## src/rtl/pipe_skid_buffer.sv

```systemverilog
`default_nettype none
// +----------------------------------------------------------------------------+
// | pipe_skid_buffer: two-entry skid buffer that fully registers a valid/ready |
// | handshake between pipeline stages. Optional macro: PIPE_SKID_STALL_CNT_EN. |
// | Revision: 1.0                                                              |
// +----------------------------------------------------------------------------+
module pipe_skid_buffer #(
    parameter int DW = 32,
    parameter int CW = 16
) (
    input  logic          clk,
    input  logic          rst_n,
    input  logic          flush_i,
    input  logic          s_valid_i,
    output logic          s_ready_o,
    input  logic [DW-1:0] s_data_i,
    output logic          m_valid_o,
    input  logic          m_ready_i,
    output logic [DW-1:0] m_data_o,
    output logic [CW-1:0] stall_cnt_o
);

    // State is the pair {main_v, skid_v}; 2'b01 is unreachable.
    localparam logic [1:0] ST_EMPTY = 2'b00;
    localparam logic [1:0] ST_BUSY  = 2'b10;
    localparam logic [1:0] ST_FULL  = 2'b11;

    logic [DW-1:0] main_q, main_d;
    logic [DW-1:0] skid_q, skid_d;
    logic          main_v_q, main_v_d;
    logic          skid_v_q, skid_v_d;
    logic          s_ready_q, s_ready_d;
    logic          s_fire;
    logic          m_fire;

    assign s_fire = s_valid_i & s_ready_q;
    assign m_fire = main_v_q & m_ready_i;

    always_comb begin
        main_d   = main_q;
        skid_d   = skid_q;
        main_v_d = main_v_q;
        skid_v_d = skid_v_q;
        if (flush_i) begin
            main_v_d = 1'b0;
            skid_v_d = 1'b0;
        end else begin
            case ({main_v_q, skid_v_q})
                ST_EMPTY: begin
                    if (s_fire) begin
                        main_d   = s_data_i;
                        main_v_d = 1'b1;
                    end
                end
                ST_BUSY: begin
                    if (s_fire && m_fire) begin
                        main_d = s_data_i;
                    end else if (s_fire) begin
                        skid_d   = s_data_i;
                        skid_v_d = 1'b1;
                    end else if (m_fire) begin
                        main_v_d = 1'b0;
                    end
                end
                ST_FULL: begin
                    if (m_fire) begin
                        main_d   = skid_q;
                        skid_v_d = 1'b0;
                    end
                end
                default: begin
                    main_v_d = 1'b0;
                    skid_v_d = 1'b0;
                end
            endcase
        end
        // Ready is precomputed from next-state so it leaves straight from a flop.
        s_ready_d = ~skid_v_d;
    end

    always_ff @(posedge clk or negedge rst_n) begin
        if (!rst_n) begin
            main_q    <= '0;
            skid_q    <= '0;
            main_v_q  <= 1'b0;
            skid_v_q  <= 1'b0;
            s_ready_q <= 1'b1;
        end else begin
            main_q    <= main_d;
            skid_q    <= skid_d;
            main_v_q  <= main_v_d;
            skid_v_q  <= skid_v_d;
            s_ready_q <= s_ready_d;
        end
    end

    assign s_ready_o = s_ready_q;
    assign m_valid_o = main_v_q;
    assign m_data_o  = main_q;

`ifdef PIPE_SKID_STALL_CNT_EN
    logic [CW-1:0] stall_cnt_q, stall_cnt_d;

    always_comb begin
        stall_cnt_d = stall_cnt_q;
        if (flush_i) begin
            stall_cnt_d = '0;
        end else if (main_v_q && !m_ready_i && !(&stall_cnt_q)) begin
            stall_cnt_d = stall_cnt_q + CW'(1);
        end
    end

    always_ff @(posedge clk or negedge rst_n) begin
        if (!rst_n) begin
            stall_cnt_q <= '0;
        end else begin
            stall_cnt_q <= stall_cnt_d;
        end
    end

    assign stall_cnt_o = stall_cnt_q;
`else
    assign stall_cnt_o = {CW{1'b0}};
`endif

endmodule
`default_nettype wire

```

## config.mk

```make
export PLATFORM = sky130hd
export DESIGN_NAME = pipe_skid_buffer
export DESIGN_NICKNAME = d
export VERILOG_FILES = /design/src/rtl/pipe_skid_buffer.sv
export SDC_FILE = /design/constraint.sdc
export NUM_CORES = 1
export LEC_CHECK = 0
export CORE_UTILIZATION = 43
export DETAILED_ROUTE_END_ITERATION = 7
export PLACE_DENSITY = 0.73
export SYNTH_ARGS = -nofsm -noshare
export SYNTH_HDL_FRONTEND = slang
export SYNTH_SLANG_ARGS = --single-unit
export TNS_END_PERCENT = 100
```

## constraint.sdc

```tcl
create_clock -name clk -period 1.6 [get_ports clk]
set_input_delay 0.32 -clock clk [delete_from_list [all_inputs] [get_ports clk]]
set_output_delay 0.32 -clock clk [all_outputs]
set_load 0.01 [all_outputs]
```

==> metrics.yaml, run 1 <==
outcome: "finished with violations"
violations: "setup timing"
diodes: 0
grt_use_met3_pct: 4.62
htree_levels: 3
cts_tree: "done"
vias_per_cell: 4.80
ir_worst_vdd_v: 0.000604
layout_common_cells: "dfrtp_1, mux2_2, clkdlybuf4s50_1"
setup.worst_path.end: "m_data_o[26]"
rsz0062_at_grt: "true"
yosysTopAreaCell: "dfrtp_1"
cts_made_buffers: 9
grt.total_usage_pct: 16.2
required_ns: 1.82
coreArea_um2: 6940
hold_viol: 0
first_iter_violations: 27
die_area_um2: 7720
clock_skew_ns: 0.0143
clk_pin_slew_ns: 0.08
antenna_found_initial: 0
drv_slew: 0
r2r-end: "skid_q[13]"
sequentialPowerShare_pct: 46.9
overflow: 0
fin_area_um2: 4370
cp_max_fo: 16
nets: 325
insertion_delay_ns: 0.34
p_sw_uw: 1240
pwr-share-clk_pct: 28.2
layout_commonest_cell: "dfrtp_1"
reg2reg_depth: 4
swShare_pct: 25.5
crit_type: "primary input to flip-flop"
drive_gt1_share_pct: 45.7
cts_sinks: 67
avgSynthCellArea_um2: 15.7
ys_seq_area_share_pct: 52.9
port_buffers: 70
yosysTopAreaCellShare_pct: 52.1
utilization_pct: 63.0
r2r_setup_slack_ns: -0.07
grt_max_degree: 68
setup_tns_ns: -2.70
dr.pass1.iters: 4
area_growth_syn_to_layout_pct: 37.9
use_met2_pct: 23.7
power_density_nw_per_um2: 1110
dp_hpwl_um: 3470
synth_seq_cells: 67
crit_path_end_kind: "flip-flop"
pin_count: 87
maxCapViolations: 0
grt_pass1_wl_um: 9180
p_leak_uw: 0.00214
netlist_instances: 202
netlist_area_um2: 3170
ys_top_cells_by_area: "dfrtp_1, mux2_2, mux2_4, buf_4, buf_6"
clockRootBuffer: "clkbuf_8"
clockBufferDepth: 2
use_met1_pct: 22.2
critPathLaunchType: "primary input"
wl_um: 6550
reg2reg_from: "s_ready_o"
drcViolationCount: 0
placed_cell_area_um2: 3930
core.rowCount: 30
start_util_pct: 45.6
pwr-share-comb_pct: 24.8
grt_pass1_vias: 1805
yosysWarnings: 0
top_usage_layer: "met2"
worstPathArrival_ns: 1.89
p_int_uw: 3620
vias: 1867
gp_congestion: 0.667
die_w_um: 87.9
ant_nets: 0
fin_crit_sh_pct: 104
layout_setup_ws_ns: -0.0685
wl_per_cell_um: 16.8
final.min_clock_period_ns: 1.67
crit_start: "m_ready_i"
setup-violations-final: 56
fmax_mhz: 599
die_h_um: 87.9
worstHoldPathType: "flip-flop to flip-flop"
ys_types: 17
-- metal layers --
metal	wire length, µm	part of all wire (%)
met3	277	4.2
met5	0	0
met1	3200	49
met2	2980	46
met4	88	1.3
-- power groups by stage --
stage / Clock, µW / Sequential, µW / Combinational (µW)
6_report: 1370 / 2280 / 1210
5_1_grt: 1500 / 2330 / 1290
4_1_cts: 1410 / 2290 / 1200
3_5_place_dp: 0 / 2310 / 1180
3_3_place_gp: 0 / 2300 / 1160
2_1_floorplan: 0 / 2340 / 603
-- cells in the mapped netlist, drive strengths merged --
| cell type | count |
|---|---|
| a2111oi | 1 |
| a21oi | 2 |
| buf | 26 |
| conb | 1 |
| dfrtp | 66 |
| dfstp | 1 |
| inv | 2 |
| mux2 | 96 |
| nand2 | 1 |
| nand2b | 1 |
| nand3b | 1 |
| nor2b | 1 |
| o21ai | 1 |
| or3 | 2 |
-- worst min-delay path by stage --
| stage | to | start | depth (start not counted) | slack (ns) |
|---|---|---|---|---|
| 2_1_floorplan | m_data_o[0] | rst_n | 0 | 0.02 |
| 3_3_place_gp | skid_q[9] | rst_n | 2 | 0.37 |
| 3_5_place_dp | skid_q[9] | rst_n | 2 | 0.37 |
| 4_1_cts | skid_q[31] | skid_q[31] | 1 | 0.51 |
| 5_1_grt | skid_q[13] | skid_q[13] | 1 | 0.53 |
| 6_report | m_data_o[28] | m_data_o[28] | 1 | 0.50 |
-- kinds of logic (layout without fill, tap and decap cells) --
kind of cell	Yosys count	count (layout)	share of synthesized area, %
AOI/OAI and AO/OA	4	4	1.34
buffers and inverters	28	104	6.79
DFF	67	67	52.9
muxes	96	96	37.7
other	1	16	0.118
and+or+nand+nor	6	6	1.15
-- sequential cells by signal, indices dropped and copies added, names as in the netlist --
signal,count
s_ready_o,1
m_valid_o,1
m_data_o,32
skid_v_q,1
skid_q,32
-- worst max-delay path, stage by stage --
cell and delay [ns]:
clkdlybuf4s50_1 0.47, inv_1 0.08, a2111oi_4 0.30, buf_6 0.18, clkbuf_16 0.19, mux2_2 0.35
-- timing repair --
action	CTS	global route
setup buffers	0	3
hold endpoints to repair	14	0
gates resized for setup	5	33
hold buffers	1	0
setup endpoints to repair	66	82
gates cloned	1	5
-- per-stage QoR --
stage | hold slack [ns] | cells | setup slack [ns] | power (µW)
2_1_floorplan | 0.0244 | 217 | -0.0479 | 2950
3_3_place_gp | 0.365 | 363 | -0.433 | 3460
3_5_place_dp | 0.369 | 363 | -0.452 | 3490
4_1_cts | 0.511 | 381 | -0.0544 | 4890
5_1_grt | 0.526 | 389 | -0.127 | 5120
6_report | 0.503 | 389 | -0.0685 | 4860
-- layout make-up --
class / instances / area (µm²)
clock inverter: 6 / 66.3
fill: 540 / 2570
inverter: 2 / 7.51
timing repair buffer: 86 / 995
tap: 96 / 120
multi-input combinational: 122 / 1380
clock buffer: 10 / 128
sequential: 67 / 1680
Note: power is estimated with default switching activity, not from simulation.
==> run 2, diff against run 1 <==
--- a/config.mk
+++ b/config.mk
@@ -8,6 +8,7 @@
 export CORE_UTILIZATION = 43
 export DETAILED_ROUTE_END_ITERATION = 7
 export PLACE_DENSITY = 0.73
+export REMOVE_ABC_BUFFERS = 1
 export SYNTH_ARGS = -nofsm -noshare
 export SYNTH_HDL_FRONTEND = slang
 export SYNTH_SLANG_ARGS = --single-unit
==> constraint.sdc (replaced) <==
create_clock -name clk -period 1.6 [get_ports clk]
set_input_delay 0.32 -clock clk [delete_from_list [all_inputs] [get_ports clk]]
set_output_delay 0.32 -clock clk [all_outputs]
set_load 0.005 [all_outputs]
==> metrics.yaml, run 2 (synthesis results as in run 1) <==
power_density_nw_per_um2: 1150  # +3.6%
p_sw_uw: 1230  # -0.59%
sequentialPowerShare_pct: 44.2  # -2.7 points
cp_max_fo: 16  # unchanged
hold_viol: 0  # unchanged
port_buffers: 70  # unchanged
clockBufferDepth: 2  # unchanged
worstHoldPathType: "primary input to flip-flop"
critPathLaunchType: "flip-flop"
core.rowCount: 30  # unchanged
final.min_clock_period_ns: 1.74  # +0.0722 ns
clockRootBuffer: "clkbuf_8"
wl_um: 6430  # -1.8%
p_leak_uw: 0.00212  # -1.0%
first_iter_violations: 56  # +110%
pin_count: 87  # unchanged
crit_path_end_kind: "flip-flop"
fin_crit_sh_pct: 109  # +4.5 points
outcome: "finished with violations"
placed_cell_area_um2: 3980  # +1.2%
vias_per_cell: 4.82  # +0.39%
power_uw: 5180  # +6.6%
wl_per_cell_um: 16.5  # -2.3%
die_h_um: 87.9  # unchanged
cts_made_buffers: 9  # unchanged
insertion_delay_ns: 0.34  # about the same
dr.pass1.iters: 3  # -1
grt_pass1_wl_um: 9970  # +8.6%
required_ns: 1.82  # about the same
layout_setup_ws_ns: -0.141  # -0.0722 ns
htree_levels: 3  # unchanged
fin_hold_ws_ns: 0.405  # -0.0975 ns
overflow: 0  # unchanged
p_int_uw: 3950  # +9.1%
ir_worst_vdd_v: 0.000693  # +15%
drcViolationCount: 0  # unchanged
clock_skew_ns: 0.0107  # -0.00360 ns
area_growth_syn_to_layout_pct: 42.0
utilization_pct: 64.8  # +1.8 points
crit_type: "flip-flop to flip-flop"
cts_tree: "done"
layout_common_cells: "dfrtp_1, clkdlybuf4s50_1, mux2_4"
cts_sinks: 67  # unchanged
layout_commonest_cell: "dfrtp_1"
start_util_pct: 45.6  # unchanged
maxCapViolations: 0  # unchanged
antenna_found_initial: 0  # unchanged
dp_hpwl_um: 3860  # +11%
grt_max_degree: 28  # -59%
vias: 1884  # +0.91%
ant_nets: 0  # unchanged
nets: 327  # +0.62%
worstPathArrival_ns: 1.96  # +0.07 ns
drive_gt1_share_pct: 46.1  # +0.37 points
gp_congestion: 0.679  # +1.9%
die_w_um: 87.9  # unchanged
diodes: 0  # unchanged
clk_pin_slew_ns: 0.08  # about the same
coreArea_um2: 6940  # unchanged
rsz0062_at_grt: "true"
pwr-share-clk_pct: 31.4  # +3.2 points
r2r_setup_slack_ns: -0.14  # -0.07 ns
violations: "setup timing"
grt.total_usage_pct: 17.5  # +1.3 points
fin_area_um2: 4500  # +2.9%
fmax_mhz: 574  # -4.2%
grt_pass1_vias: 1978  # +9.6%
swShare_pct: 23.8  # -1.7 points
die_area_um2: 7720  # unchanged
setup-violations-final: 64  # +14%
pwr-share-comb_pct: 24.4  # -0.4 points
drv_slew: 0  # unchanged
-- run 2: path summary, 6_finish.rpt --
check                                start          to  cells after the start
worst max-delay path              skid_v_q  skid_q[18]                      5
min in group asynchronous            rst_n  skid_q[23]                      2
worst min register to register  skid_q[20]  skid_q[20]                      1
max in group asynchronous            rst_n  skid_q[18]                      3
worst min-delay path               flush_i   m_valid_o                      3
worst max register to register    skid_v_q  skid_q[18]                      5
-- run 2: through the flow --
stage                     TNS [ns]  setup slack, ns  std cells
after floorplan             -44.05           -0.837        191
after global placement      -29.12           -0.463        366
after detailed placement    -28.89           -0.481        366
after CTS                    -2.93          -0.0821        389
after global routing         -8.70           -0.160        391
final                        -6.89           -0.141        391
-- run 2: what timing repair did --
item,CTS,global route
pin swaps,1,1
hold buffers,1,0
endpoints found under the hold margin,16,0
buffers inserted,3,1
resized for setup,36,20
setup endpoints to repair,66,66
gates cloned,3,1
-- run 2: cell type report --
type                    count  area, µm²
well taps                  96        120
inverters                   2       7.51
repair buffers             88        998
fillers                   511       2440
clock inverters             6       95.1
flip-flops and latches     67       1680
clock buffers              10        138
multi-input cells         122       1460
-- run 2: worst max-delay path, cell delays in order (launching register included) --
cell	delay, ns
dfrtp_1	0.41
buf_6	0.14
nand3b_1	0.17
or3_4	0.41
buf_12	0.19
mux2_4	0.30
-- run 2: power groups by stage --
stage | logic (µW) | registers, µW | clock network, µW
2_1_floorplan | 552 | 2280 | 0
3_3_place_gp | 1090 | 2300 | 0
3_5_place_dp | 1120 | 2310 | 0
4_1_cts | 1220 | 2290 | 1670
5_1_grt | 1350 | 2340 | 1750
6_report | 1260 | 2290 | 1630
-- run 2: routing by layer --
layer	up-vias	track usage, %	part of all wire (%)
li1	855	-	-
met5	-	0	0
met3	8	4.81	4.6
met2	55	27.1	47
met4	0	7.15	1.3
met1	966	23.5	47
==> run 3, diff against run 2 <==
--- a/config.mk
+++ b/config.mk
@@ -5,6 +5,7 @@
 export SDC_FILE = /design/constraint.sdc
 export NUM_CORES = 1
 export LEC_CHECK = 0
+export CORE_MARGIN = 2
 export CORE_UTILIZATION = 43
 export DETAILED_ROUTE_END_ITERATION = 7
 export PLACE_DENSITY = 0.73
==> metrics.yaml, run 3 (synthesis results as in run 1) <==
p_leak_uw: 0.00212  # about the same
gp_congestion: 0.696  # +2.5%
rsz0062_at_grt: "true"
clk_pin_slew_ns: 0.08  # about the same
die_w_um: 89.9  # +2.3%
layout_commonest_cell: "clkdlybuf4s50_1"
clockRootBuffer: "clkbuf_8"
fin_hold_ws_ns: 0.418  # +0.0131 ns
clockBufferDepth: 2  # unchanged
timing.critical_path.buf_inv: 1  # -1
reg2reg_depth: 4  # -1
place_inst: 369  # +0.82%
htree_levels: 3  # unchanged
power_uw: 4870  # -6.0%
start_util_pct: 44.2  # -1.5 points
vias_per_cell: 4.73  # -1.9%
final.min_clock_period_ns: 1.72  # -0.0179 ns
crit_type: "flip-flop to flip-flop"
nets: 331  # +1.2%
area_growth_syn_to_layout_pct: 42.2
fmax_mhz: 580  # +1.0%
maxCapViolations: 0  # unchanged
port_buffers: 70  # unchanged
required_ns: 1.83  # about the same
worst_hold_startpoint: "flush_i"
violations: "setup timing"
dp_hpwl_um: 3640  # -5.7%
grt_max_degree: 68  # +140%
wl_per_cell_um: 17.7  # +7.5%
dr.pass1.iters: 4  # +1
antenna_found_initial: 0  # unchanged
drive_gt1_share_pct: 46.8  # +0.72 points
vias: 1882  # -0.11%
crit_family: "flip-flops"
placed_cell_area_um2: 3940  # -0.85%
cts_tree: "done"
core.rowCount: 31  # +3.3%
cts_made_buffers: 9  # unchanged
r2r-end: "skid_q[10]"
outcome: "finished with violations"
r2r_setup_slack_ns: -0.12  # +0.02 ns
fin_crit_sh_pct: 108  # -1.1 points
grt_pass1_vias: 1930  # -2.4%
holdPathEnd: "m_valid_o"
overflow: 0  # unchanged
worstPathArrival_ns: 1.95  # about the same
setup-violations-final: 64  # unchanged
grt.total_usage_pct: 16.6  # -0.93 points
worstHoldPathType: "primary input to flip-flop"
crit_chain: "nand3b_1 -> or3_4 -> clkbuf_16 -> mux2_4"
drcViolationCount: 0  # unchanged
drv_slew: 0  # unchanged
die_h_um: 89.9  # +2.3%
wl_um: 7040  # +9.4%
critPathSlowestCell: "dfstp_2"
diodes: 0  # unchanged
cts_sinks: 67  # unchanged
critPathLaunchType: "flip-flop"
instances_no_fill: 398  # +1.8%
cp_max_fo: 8  # -8
die_area_um2: 8070  # +4.6%
fin_area_um2: 4510  # +0.19%
pin_count: 87  # unchanged
ir_worst_vdd_v: 0.000683  # -1.4%
hold_viol: 0  # unchanged
utilization_pct: 62.8  # -2.0 points
insertion_delay_ns: 0.33  # about the same
ant_nets: 0  # unchanged
critPathMaxStageDelay_ns: 0.56  # +0.15 ns
crit_path_end_kind: "flip-flop"
power_density_nw_per_um2: 1080  # -6.2%
layout_setup_ws_ns: -0.123  # +0.0179 ns
holdPathStages: 3  # unchanged
clock_skew_ns: 0.00676  # -0.00397 ns
layout_common_cells: "clkdlybuf4s50_1, dfrtp_1, mux2_4"
reg2reg_from: "s_ready_o"
grt_pass1_wl_um: 10400  # +3.8%
coreArea_um2: 7180  # +3.3%
first_iter_violations: 85  # +52%
run 3: worst max path at each step:
stage / startpoint / end / slack, ns / cells after the start
6_report: s_ready_o / skid_q[10] / -0.12 / 4
5_1_grt: s_ready_o / skid_q[3] / -0.17 / 4
4_1_cts: s_ready_o / skid_q[22] / -0.09 / 4
3_5_place_dp: s_valid_i / m_data_o[1] / -0.48 / 5
3_3_place_gp: s_valid_i / m_data_o[20] / -0.46 / 5
2_1_floorplan: s_ready_o / m_data_o[0] / -0.84 / 3
run 3: routing by layer:
metal  share of wire, %  wire [µm]  up-vias  GRT usage (%)
met3                4.1        292        4           4.36
met5                  0          0        -              0
met2                 48       3380       55           25.8
met4               0.68         48        0           4.62
li1                   -          -      859              -
met1                 47       3320      964           23.3
run 3: power by group:
part / leakage (µW) / switching [µW] / internal (µW) / total, µW
clock network: 0.0000884 / 644 / 643 / 1290
logic: 0.00123 / 338 / 948 / 1290
registers: 0.000804 / 222 / 2080 / 2300
total: 0.00212 / 1200 / 3670 / 4870
run 3: what timing repair did:
action                     CTS  global route
pin swaps                    1             1
hold buffers                 1             0
buffers inserted             5             1
gates cloned                 4             2
resized for setup           22            36
setup endpoints to repair   66            65
hold endpoints to repair     3             0
run 3: layout make-up:
class / instances / area [µm²]
tap: 99 / 124
inverter: 2 / 7.51
timing repair buffer: 92 / 1040
sequential: 67 / 1680
clock buffer: 12 / 155
clock inverter: 4 / 25.0
fill: 548 / 2670
multi-input combinational: 122 / 1480
run 3: through the flow:
step / TNS (ns) / setup WS [ns]
2_1_floorplan: -44.05 / -0.837
3_3_place_gp: -28.25 / -0.455
3_5_place_dp: -29.16 / -0.483
4_1_cts: -4.35 / -0.0920
5_1_grt: -9.04 / -0.167
6_report: -5.89 / -0.123
run 3: tightest hold or removal path, stage by stage:
cell,delay [ns]
dlygate4sd2_1,0.23
buf_6,0.12
a21oi_1,0.05
